==> src/rtl/mult_share_arbiter.sv <==
// rtl/mult_share_arbiter.sv - round-robin scheduler sharing one pipelined multiplier
// Grants one requester per issue slot and tags each operation so products return with their owner's id.
module mult_share_arbiter #(
  parameter int N    = 8,
  parameter int M    = 8,
  parameter int NREQ = 4,
  parameter int II   = 4,
  parameter int LAT  = 4
) (
  input  logic                    clk_i,
  input  logic                    rst_ni,
  input  logic [NREQ-1:0]         req_valid_i,
  output logic [NREQ-1:0]         req_ready_o,
  input  logic [NREQ-1:0]         req_sign_i,
  input  logic [NREQ*N-1:0]       req_a_i,
  input  logic [NREQ*M-1:0]       req_b_i,
  output logic                    mult_start_o,
  output logic                    mult_sign_o,
  output logic [N-1:0]            mult_aa_o,
  output logic [M-1:0]            mult_bb_o,
  input  logic [N+M-1:0]          mult_out_i,
  output logic                    rsp_valid_o,
  output logic [$clog2(NREQ)-1:0] rsp_id_o,
  output logic [N+M-1:0]          rsp_data_o,
  output logic                    idle_o
);
  localparam int IW = $clog2(NREQ);
  localparam int CW = (II > 1) ? $clog2(II) : 1;

  logic [CW-1:0]        cnt_q, cnt_d;
  logic [IW-1:0]        ptr_q;
  logic                 slot_open;
  logic                 hs;
  logic                 found;
  logic [IW-1:0]        win_idx;
  logic [IW:0]          cand;
  logic                 mult_start_q;
  logic                 mult_sign_q;
  logic [N-1:0]         mult_aa_q;
  logic [M-1:0]         mult_bb_q;
  logic [LAT:0]         tag_v_q;
  logic [LAT:0][IW-1:0] tag_id_q;
  logic                 rsp_valid_q;
  logic [IW-1:0]        rsp_id_q;
  logic [N+M-1:0]       rsp_data_q;

  assign slot_open = (cnt_q == '0);

  // Search starts just past the last winner; cand carries one extra bit so the wrap is a single subtract.
  always_comb begin
    found   = 1'b0;
    win_idx = '0;
    cand    = '0;
    for (int k = 1; k <= NREQ; k++) begin
      cand = {1'b0, ptr_q} + (IW+1)'(k);
      if (cand >= (IW+1)'(NREQ)) cand = cand - (IW+1)'(NREQ);
      if (!found && req_valid_i[cand[IW-1:0]]) begin
        found   = 1'b1;
        win_idx = cand[IW-1:0];
      end
    end
  end

  always_comb begin
    req_ready_o = '0;
    if (found && slot_open && rst_ni) req_ready_o[win_idx] = 1'b1;
  end

  assign hs = |(req_valid_i & req_ready_o);

  always_comb begin
    cnt_d = cnt_q;
    if (hs) cnt_d = CW'(II - 1);
    else if (!slot_open) cnt_d = cnt_q - CW'(1);
  end

  always_ff @(posedge clk_i or negedge rst_ni) begin
    if (!rst_ni) begin
      cnt_q        <= '0;
      ptr_q        <= IW'(NREQ - 1);
      mult_start_q <= 1'b0;
      mult_sign_q  <= 1'b0;
      mult_aa_q    <= '0;
      mult_bb_q    <= '0;
      tag_v_q      <= '0;
      tag_id_q     <= '0;
      rsp_valid_q  <= 1'b0;
      rsp_id_q     <= '0;
      rsp_data_q   <= '0;
    end else begin
      cnt_q        <= cnt_d;
      mult_start_q <= hs;
      if (hs) begin
        ptr_q       <= win_idx;
        mult_sign_q <= req_sign_i[win_idx];
        mult_aa_q   <= req_a_i[win_idx*N +: N];
        mult_bb_q   <= req_b_i[win_idx*M +: M];
      end
      // Stage LAT lines up with the cycle in which mult_out_i holds that operation's product.
      tag_v_q     <= {tag_v_q[LAT-1:0], hs};
      tag_id_q    <= {tag_id_q[LAT-1:0], win_idx};
      rsp_valid_q <= tag_v_q[LAT];
      if (tag_v_q[LAT]) begin
        rsp_data_q <= mult_out_i;
        rsp_id_q   <= tag_id_q[LAT];
      end
    end
  end

  assign mult_start_o = mult_start_q;
  assign mult_sign_o  = mult_sign_q;
  assign mult_aa_o    = mult_aa_q;
  assign mult_bb_o    = mult_bb_q;
  assign rsp_valid_o  = rsp_valid_q;
  assign rsp_id_o     = rsp_id_q;
  assign rsp_data_o   = rsp_data_q;
  assign idle_o       = slot_open & ~|tag_v_q & ~rsp_valid_q;
endmodule

==> config.mk <==
export PLATFORM = sky130hd
export DESIGN_NAME = mult_share_arbiter
export DESIGN_NICKNAME = d
export VERILOG_FILES = /design/src/rtl/mult_share_arbiter.sv
export SDC_FILE = /design/constraint.sdc
export NUM_CORES = 1
export LEC_CHECK = 0
export ABC_AREA = 1
export CAP_MARGIN = 10
export CORE_UTILIZATION = 45
export CTS_CLUSTER_DIAMETER = 150
export DETAILED_ROUTE_END_ITERATION = 6
export GPL_TIMING_DRIVEN = 0
export PLACE_DENSITY = 0.86
export REMOVE_ABC_BUFFERS = 1
export SETUP_SLACK_MARGIN = 0.5
export SYNTH_ARGS = -nofsm -noshare
export SYNTH_HDL_FRONTEND = slang
export SYNTH_SLANG_ARGS = --single-unit
export TNS_END_PERCENT = 10
==> constraint.sdc <==
create_clock -name clk_i -period 3.1 [get_ports clk_i]
set_clock_uncertainty 0.2 [all_clocks]
set_input_delay 0.31 -clock clk_i [delete_from_list [all_inputs] [get_ports clk_i]]
set_output_delay 0.31 -clock clk_i [all_outputs]
set_load 0.005 [all_outputs]
==> Yosys cells after proc, flatten, opt, wreduce, memory -nomap -nowiden <==
Cells that the tools add are included.
{ "word_totals": {"ff_bits": 56, "in_bits": 90, "output_inout_bits": 42, "word_cells": 81} }
{ "op_classes": {"addsub": 9, "order_cmp": 10, "n_eq_ne": 1, "n_shift": 2, "mux": 27, "bitwise": 4, "n_reduce_logical": 13} }
{ "ops": {"columns": ["operator", "count"], "rows": [
  ["$shiftx A32 B6 Y8", 2],
  ["$mux W2", 10],
  ["$lt A2 B3 Y1 const B", 5],
  ["$ge A3 B3 Y1 const B", 4],
  ["$bmux W1 S2", 5],
  ["$mux W1", 10],
  ["$sub A2 B1 Y2 const B", 5],
  ["$add A2 B2 Y3 const B", 2],
  ["$logic_and A1 B1 Y1", 6],
  ["$reduce_or A5 Y1", 1],
  ["$and A4 B4 Y4", 1],
  ["$logic_not A1 Y1", 4],
  ["$mux W4", 1],
  ["$reduce_or A4 Y1", 1],
  ["$add A2 B1 Y3 const B", 1],
  ["$add A2 B3 Y3 const B", 1],
  ["$and A1 B1 Y1", 2],
  ["$demux W1 S2", 1],
  ["$ge A2 B1 Y1 const B", 1],
  ["$logic_not A2 Y1", 1],
  ["$ne A2 B1 Y1 const B", 1],
  ["$not A1 Y1", 1]
]} }

==> Logic depth before layout (Yosys ltp) <==
{ "depth": {"word_depth": 23, "mapped_depth": 18, "ltp_nobuf": 15} }

==> Least setup slack after synthesis <==
Ideal clock, no wire load.
{ "synth_path": {"path_kind": "register -> output", "startpoint": "register ptr_q[0]", "endpoint": "output req_ready_o[0]", "t_arrival_ns": 1.837, "required_time_ns": 2.590, "setup_slack_ns": 0.753, "path_stages_with_launch": 14, "path_cell_list": "dfstp_2 buf_4 inv_4 nand2_1 nand2_1 nand2_1 nand2_1 nor2_4 nand3_4 nand3_2 buf_6 buf_6 inv_2 nor3_1"} }
{ "synth_via": {"elab_chain_cells": 20, "elab_cells_between_ends": 46, "classes_between": "add/sub (8); order compare (6); mux (23); reduce/logical (9)"} }
{ "synth_rtl": {"columns": ["item", "line_no", "text"], "rows": [
  ["start, declared", "31", "logic [IW-1:0] ptr_q;"],
  ["start signal, assigned", "80", "ptr_q <= IW'(NREQ - 1);"],
  ["start signal, assigned", "94", "ptr_q <= win_idx;"],
  ["$add A2 B1 Y3", "55", "cand = {1'b0, ptr_q} + (IW+1)'(k);"],
  ["$ge A3 B3 Y1 / $sub A2 B1 Y2 (equally long branches)", "56", "if (cand >= (IW+1)'(NREQ)) cand = cand - (IW+1)'(NREQ);"],
  ["$mux W2", "56", null],
  ["$bmux W1 S2", "57", "if (!found && req_valid_i[cand[IW-1:0]]) begin"],
  ["$mux W1 (not written as such)", "57", null],
  ["$mux W1", "57", null],
  ["$logic_not A1 Y1", "57", null],
  ["$logic_and A1 B1 Y1", "57", null],
  ["(+5 left out)", null, null],
  ["$logic_and A1 B1 Y1", "57", null],
  ["$mux W2 *", "57", null],
  ["via win_idx[0]", "35", "logic [IW-1:0] win_idx;"],
  ["$lt A2 B3 Y1 (not written as such) / $ge A2 B1 Y1 (equally long branches)", "66", "if (found && slot_open && rst_ni) req_ready_o[win_idx] = 1'b1;"],
  ["$logic_and A1 B1 Y1 (not written as such)", "66", null],
  ["$mux W1 (not written as such)", "66", null],
  ["$demux W1 S2 *", "66", null],
  ["$mux W4 *", "66", null],
  ["end, declared", "13", "output logic [NREQ-1:0] req_ready_o,"]
]} }
Mark *: on every way through the listed nets, which the timed path passes. The rest lies on a longest branch. The select of a mux whose other input is x is not followed.

==> Final worst setup path <==
{ "layout_path": {"startpoint": "register ptr_q[0]", "endpoint": "output req_ready_o[0]"} }
{ "layout_via": {"elab_chain_cells": 20, "elab_cells_between_ends": 46, "classes_between": "add/sub (8); order compare (6); mux (23); reduce/logical (9)"} }
{ "layout_rtl": {"columns": ["item", "line_no"], "rows": [
  ["$add A2 B1 Y3", "55"],
  ["$ge A3 B3 Y1 / $sub A2 B1 Y2 (equally long branches)", "56"],
  ["$mux W2", "56"],
  ["$bmux W1 S2", "57"],
  ["$mux W1 (not written as such)", "57"],
  ["$mux W1", "57"],
  ["$logic_not A1 Y1", "57"],
  ["$logic_and A1 B1 Y1", "57"],
  ["(+4 left out)", null],
  ["$logic_not A1 Y1", "57"],
  ["$logic_and A1 B1 Y1", "57"],
  ["$mux W2", "57"],
  ["$lt A2 B3 Y1 (not written as such) / $ge A2 B1 Y1 (equally long branches)", "66"],
  ["$logic_and A1 B1 Y1 (not written as such)", "66"],
  ["$mux W1 (not written as such)", "66"],
  ["$demux W1 S2", "66"],
  ["$mux W4 *", "66"]
]} }
Mark *: on every way between the ends. The rest lies on a longest branch, timed or not. The select of a mux whose other input is x is not followed.

==> qor.log <==
[finish] final instance area 4942 µm²
[drt] Detailed Route WL 10260 µm
[yosys] most used flip-flop cell after synthesis dfrtp_1
[pwr] Max VDD drop 763.6 µV
[outcome] run status complete, no violations
[drt] routed len/inst 16.76 µm
[sta] number of setup violations in the final report 0
[clock_tree] total CTS buffers 5
[pwr] power per cell area 1184 nW/µm²
[sta] Total Negative Setup Slacks 0 ns
[sta] Max Fclk 360.1 MHz
[place] global placer's final weighted congestion 0.8703
[worst_setup_path] critical path class reg -> out
[clock_tree] clock-pin slew reported for the worst setup and hold paths after clock tree synthesis 0.10 ns
[clock_tree] CTS tree built
[floorplanning] die span in y 82.77 µm
[worst_setup_path] capture instance of the worst register-to-register path mult_aa_o[0]$_DFFE_PN0P_
[place] post-detailed-placement cell area 4234 µm²
[drt] DRC 0
[grt] global routing usage on met1 0.3099
[pwr] reported leakage power 2.388 nW
[sta] final critical path time including I/O delays and setup 2.777 ns
[worst_setup_path] required time reported for the critical path endpoint 2.59 ns
[worst_setup_path] startpoint of the most critical setup path ptr_q[0]$_DFFE_PN1P_
[finish] Layout Area Growth over Synthesis 68.37%
[grt] met2 usage in global routing 0.5385
[drt] drt via density 5.391
[place] number of instances in the placed design 563
[grt] largest net degree at the start of global routing 39
[worst_setup_path] FF-to-FF Start ptr_q[0]$_DFFE_PN1P_
[worst_setup_path] R2R Setup Slk 0.46 ns
[sta] worst-case setup margin in the final layout 0.3231 ns
[clock_tree] cell at the root of the clock tree clkbuf_8
[sta] final hold violation count 0
[floorplanning] total die area 6850 µm²
[min_path] worst hold path cell count 0
[place] pre-CTS setup slack -0.9411 ns
[yosys] count of warnings emitted by yosys 0
[grt] vias in the first global route 3170
[grt] total congestion overflow 0
[worst_setup_path] largest fanout of any net on the critical path 4
[finish] Post-layout nets 626
[yosys] proportion of synthesized chip area in sequential cells 0.4697
[worst_setup_path] worst-path cell with the longest stage delay dfstp_2
[drt] total number of vias 3299
[worst_setup_path] most frequent cell on the critical path nand2_4
[sta] unrepaired setup endpoints after global routing true
[drt] Iter 0 DRT Violations 174
[drt] number of routed nets with antenna violations 0
[sta] worst rel slew slack 0.4850
[grt] routing usage on met3 0.04835
[sta] Max Slew Vio Count 0
[clock_tree] number of sinks handled by clock tree synthesis 55
[clock_tree] maximum clock insertion buffer count 2
[yosys] number of standard cells after synthesis 377
[sta] post-route clock period utilization 0.8958
[worst_setup_path] capturing element of the worst setup path req_ready_o[0]
[worst_setup_path] Reg2Reg Depth 15
[grt] most utilized layer in the global route result met2
[yosys] count of different cell masters after synthesis 28
[finish] number of antenna cells inserted 0
[floorplanning] number of rows in the core area 29
[yosys] EDFF count, synth 0
[yosys] share of async-settable or async-resettable flops after synthesis 1.000
[worst_setup_path] kind of cell adding the most delay to the critical path simple AND/OR/NAND/NOR gates
[grt] All-Layer GR Usage 0.2884
[place] DPL Wire Length 5281 µm
[drt] DRT Pass-1 Iters 6
[floorplanning] area of the core region 6314 µm²
[clock_tree] insertion delay to the later sink of the worst-skew pair 0.31 ns
[finish] Final Non-Filler Cells 612
[worst_setup_path] endpoint arrival time on the critical path 2.27 ns
[floorplanning] horizontal die dimension 82.77 µm
[sta] Tightest Pin Transition 0.7724 ns
[worst_setup_path] cell depth of the worst setup path 12
[flow_run] number of maximum-capacitance violations 0
[finish] layout cell share with drive strength beyond 1 0.2280
[worst_setup_path] critical-path cell list buf_6, nand2_2, nand2_4, nand2_4, nand2_4, nor2_4, nand3_2, nand2_2, nor2_4, clkinvlp_4, nor3_2, buf_2
[worst_setup_path] startpoint class of the critical path register
[min_path] class of the tightest hold or removal check reg -> reg
[clock_tree] Max H-tree Level 2
[yosys] total of flip-flops plus latches after synthesis 55
[place] count of port buffers added during placement 131
[yosys] synthesized area 2935 µm²
[floorplanning] effective utilization at floorplan 0.4649
[worst_setup_path] endpoint kind of the worst setup timing path output port
[worst_setup_path] largest incremental delay on the critical path 0.60 ns
[grt] global-route wire length before repair 14450 µm
[floorplanning] IO Pins 132
[grt] initial antenna violation count 0
[yosys] Syn Area/Cell 7.786 µm²
[worst_setup_path] buffers and inverters on the worst path 3
-- power by group --
group	total (mW)	internal, mW	switching (mW)
Clock	0.466	0.236	0.230
Sequential	1.23	1.05	0.178
Combinational	4.15	1.80	2.36
-- kinds of logic after synthesis --
family | after synthesis | synth area share
AOI/OAI and AO/OA | 6 | 0.01151
adders and majority gates | 1 | 0.004262
buffers and inverters | 36 | 0.06053
DFF | 55 | 0.4697
muxes | 18 | 0.06905
and+or+nand+nor | 261 | 0.3849
-- layer usage --
metal  part of all wire  wire [µm]
met5                  0          0
met4              0.024        242
met1               0.38       3931
met3              0.085        871
met2               0.51       5214
-- cells in the final DEF, fill, tap and decap left out, drive strengths merged, types with 2 or more instances in the layout --
| master | Yosys | routed |
|---|---|---|
| inv | 12 | 11 |
| o21ai | 4 | 4 |
| clkbuf | 7 | 5 |
| clkinvlp | 0 | 4 |
| buf | 16 | 37 |
| dlygate4sd3 | 0 | 2 |
| dfrtp | 53 | 53 |
| nor3 | 4 | 4 |
| clkdlybuf4s50 | 0 | 126 |
| nand2 | 207 | 208 |
| nor2 | 5 | 6 |
| dfstp | 2 | 2 |
| nand4 | 34 | 34 |
| mux2 | 18 | 18 |
| nand3 | 9 | 14 |
-- how the worst min path moves through the flow --
stage                                     start                     to  slack, ns
after floorplan                          rst_ni   cnt_q[0]$_DFFE_PN0P_      -0.19
after global routing      tag_id_q[2]$_DFF_PN0_  tag_id_q[4]$_DFF_PN0_       0.16
after CTS                 tag_id_q[7]$_DFF_PN0_  tag_id_q[9]$_DFF_PN0_       0.16
after global placement    tag_id_q[7]$_DFF_PN0_  tag_id_q[9]$_DFF_PN0_       0.13
after detailed placement                 rst_ni  tag_id_q[8]$_DFF_PN0_       0.08
final                     tag_id_q[5]$_DFF_PN0_  tag_id_q[7]$_DFF_PN0_       0.16
-- cell usage after synthesis, types with 2 or more instances --
cell type,instances,area share
nand2_2,3,0.0064
buf_6,3,0.012
inv_2,3,0.0038
nand3_1,5,0.0085
nand3_2,3,0.010
nor2_1,4,0.0051
clkbuf_1,7,0.0090
dfstp_2,2,0.018
dfrtp_1,53,0.45
inv_1,8,0.010
nor3_1,4,0.0068
nand4_1,34,0.072
nand2_1,204,0.26
buf_2,11,0.019
o21ai_0,3,0.0051
mux2_2,18,0.069
-- through the flow --
stage | total power [mW] | hold slack, ns | utilization
floorplan | 2.991 | -0.1856 | -
detailed placement | 4.079 | 0.08253 | 0.6706
global placement | 3.975 | 0.1314 | 0.6679
finish | 5.851 | 0.1569 | 0.7828
global route | 6.287 | 0.1616 | 0.7828
CTS | 5.406 | 0.1561 | 0.7503
-- state kept, by name, indices dropped and copies added, names as in the netlist, 2 cells and up --
name / count
cnt_q: 2
mult_aa_o: 8
mult_bb_o: 8
ptr_q: 2
rsp_data_o: 16
rsp_id_o: 2
tag_id_q: 10
tag_v_q: 5
-- final cells by class --
type	count	area, µm²
Multi-Input combinational cell	293	1702
Tap cell	77	96.34
Inverter	13	65.06
Timing Repair Buffer	165	1579
Timing Repair inverter	2	15.01
Sequential cell	55	1379
Fill cell	450	1371
Clock buffer	5	68.82
Clock inverter	2	37.54
-- repair_timing --
action	in CTS	in global routing
cloned	7	2
hold buffers	2	0
gates resized for setup	48	37
setup endpoints to repair	28	23
hold endpoints to repair	15	0
pin swaps	12	19
buffers inserted	26	5
Power figures use the tool's default switching activity.
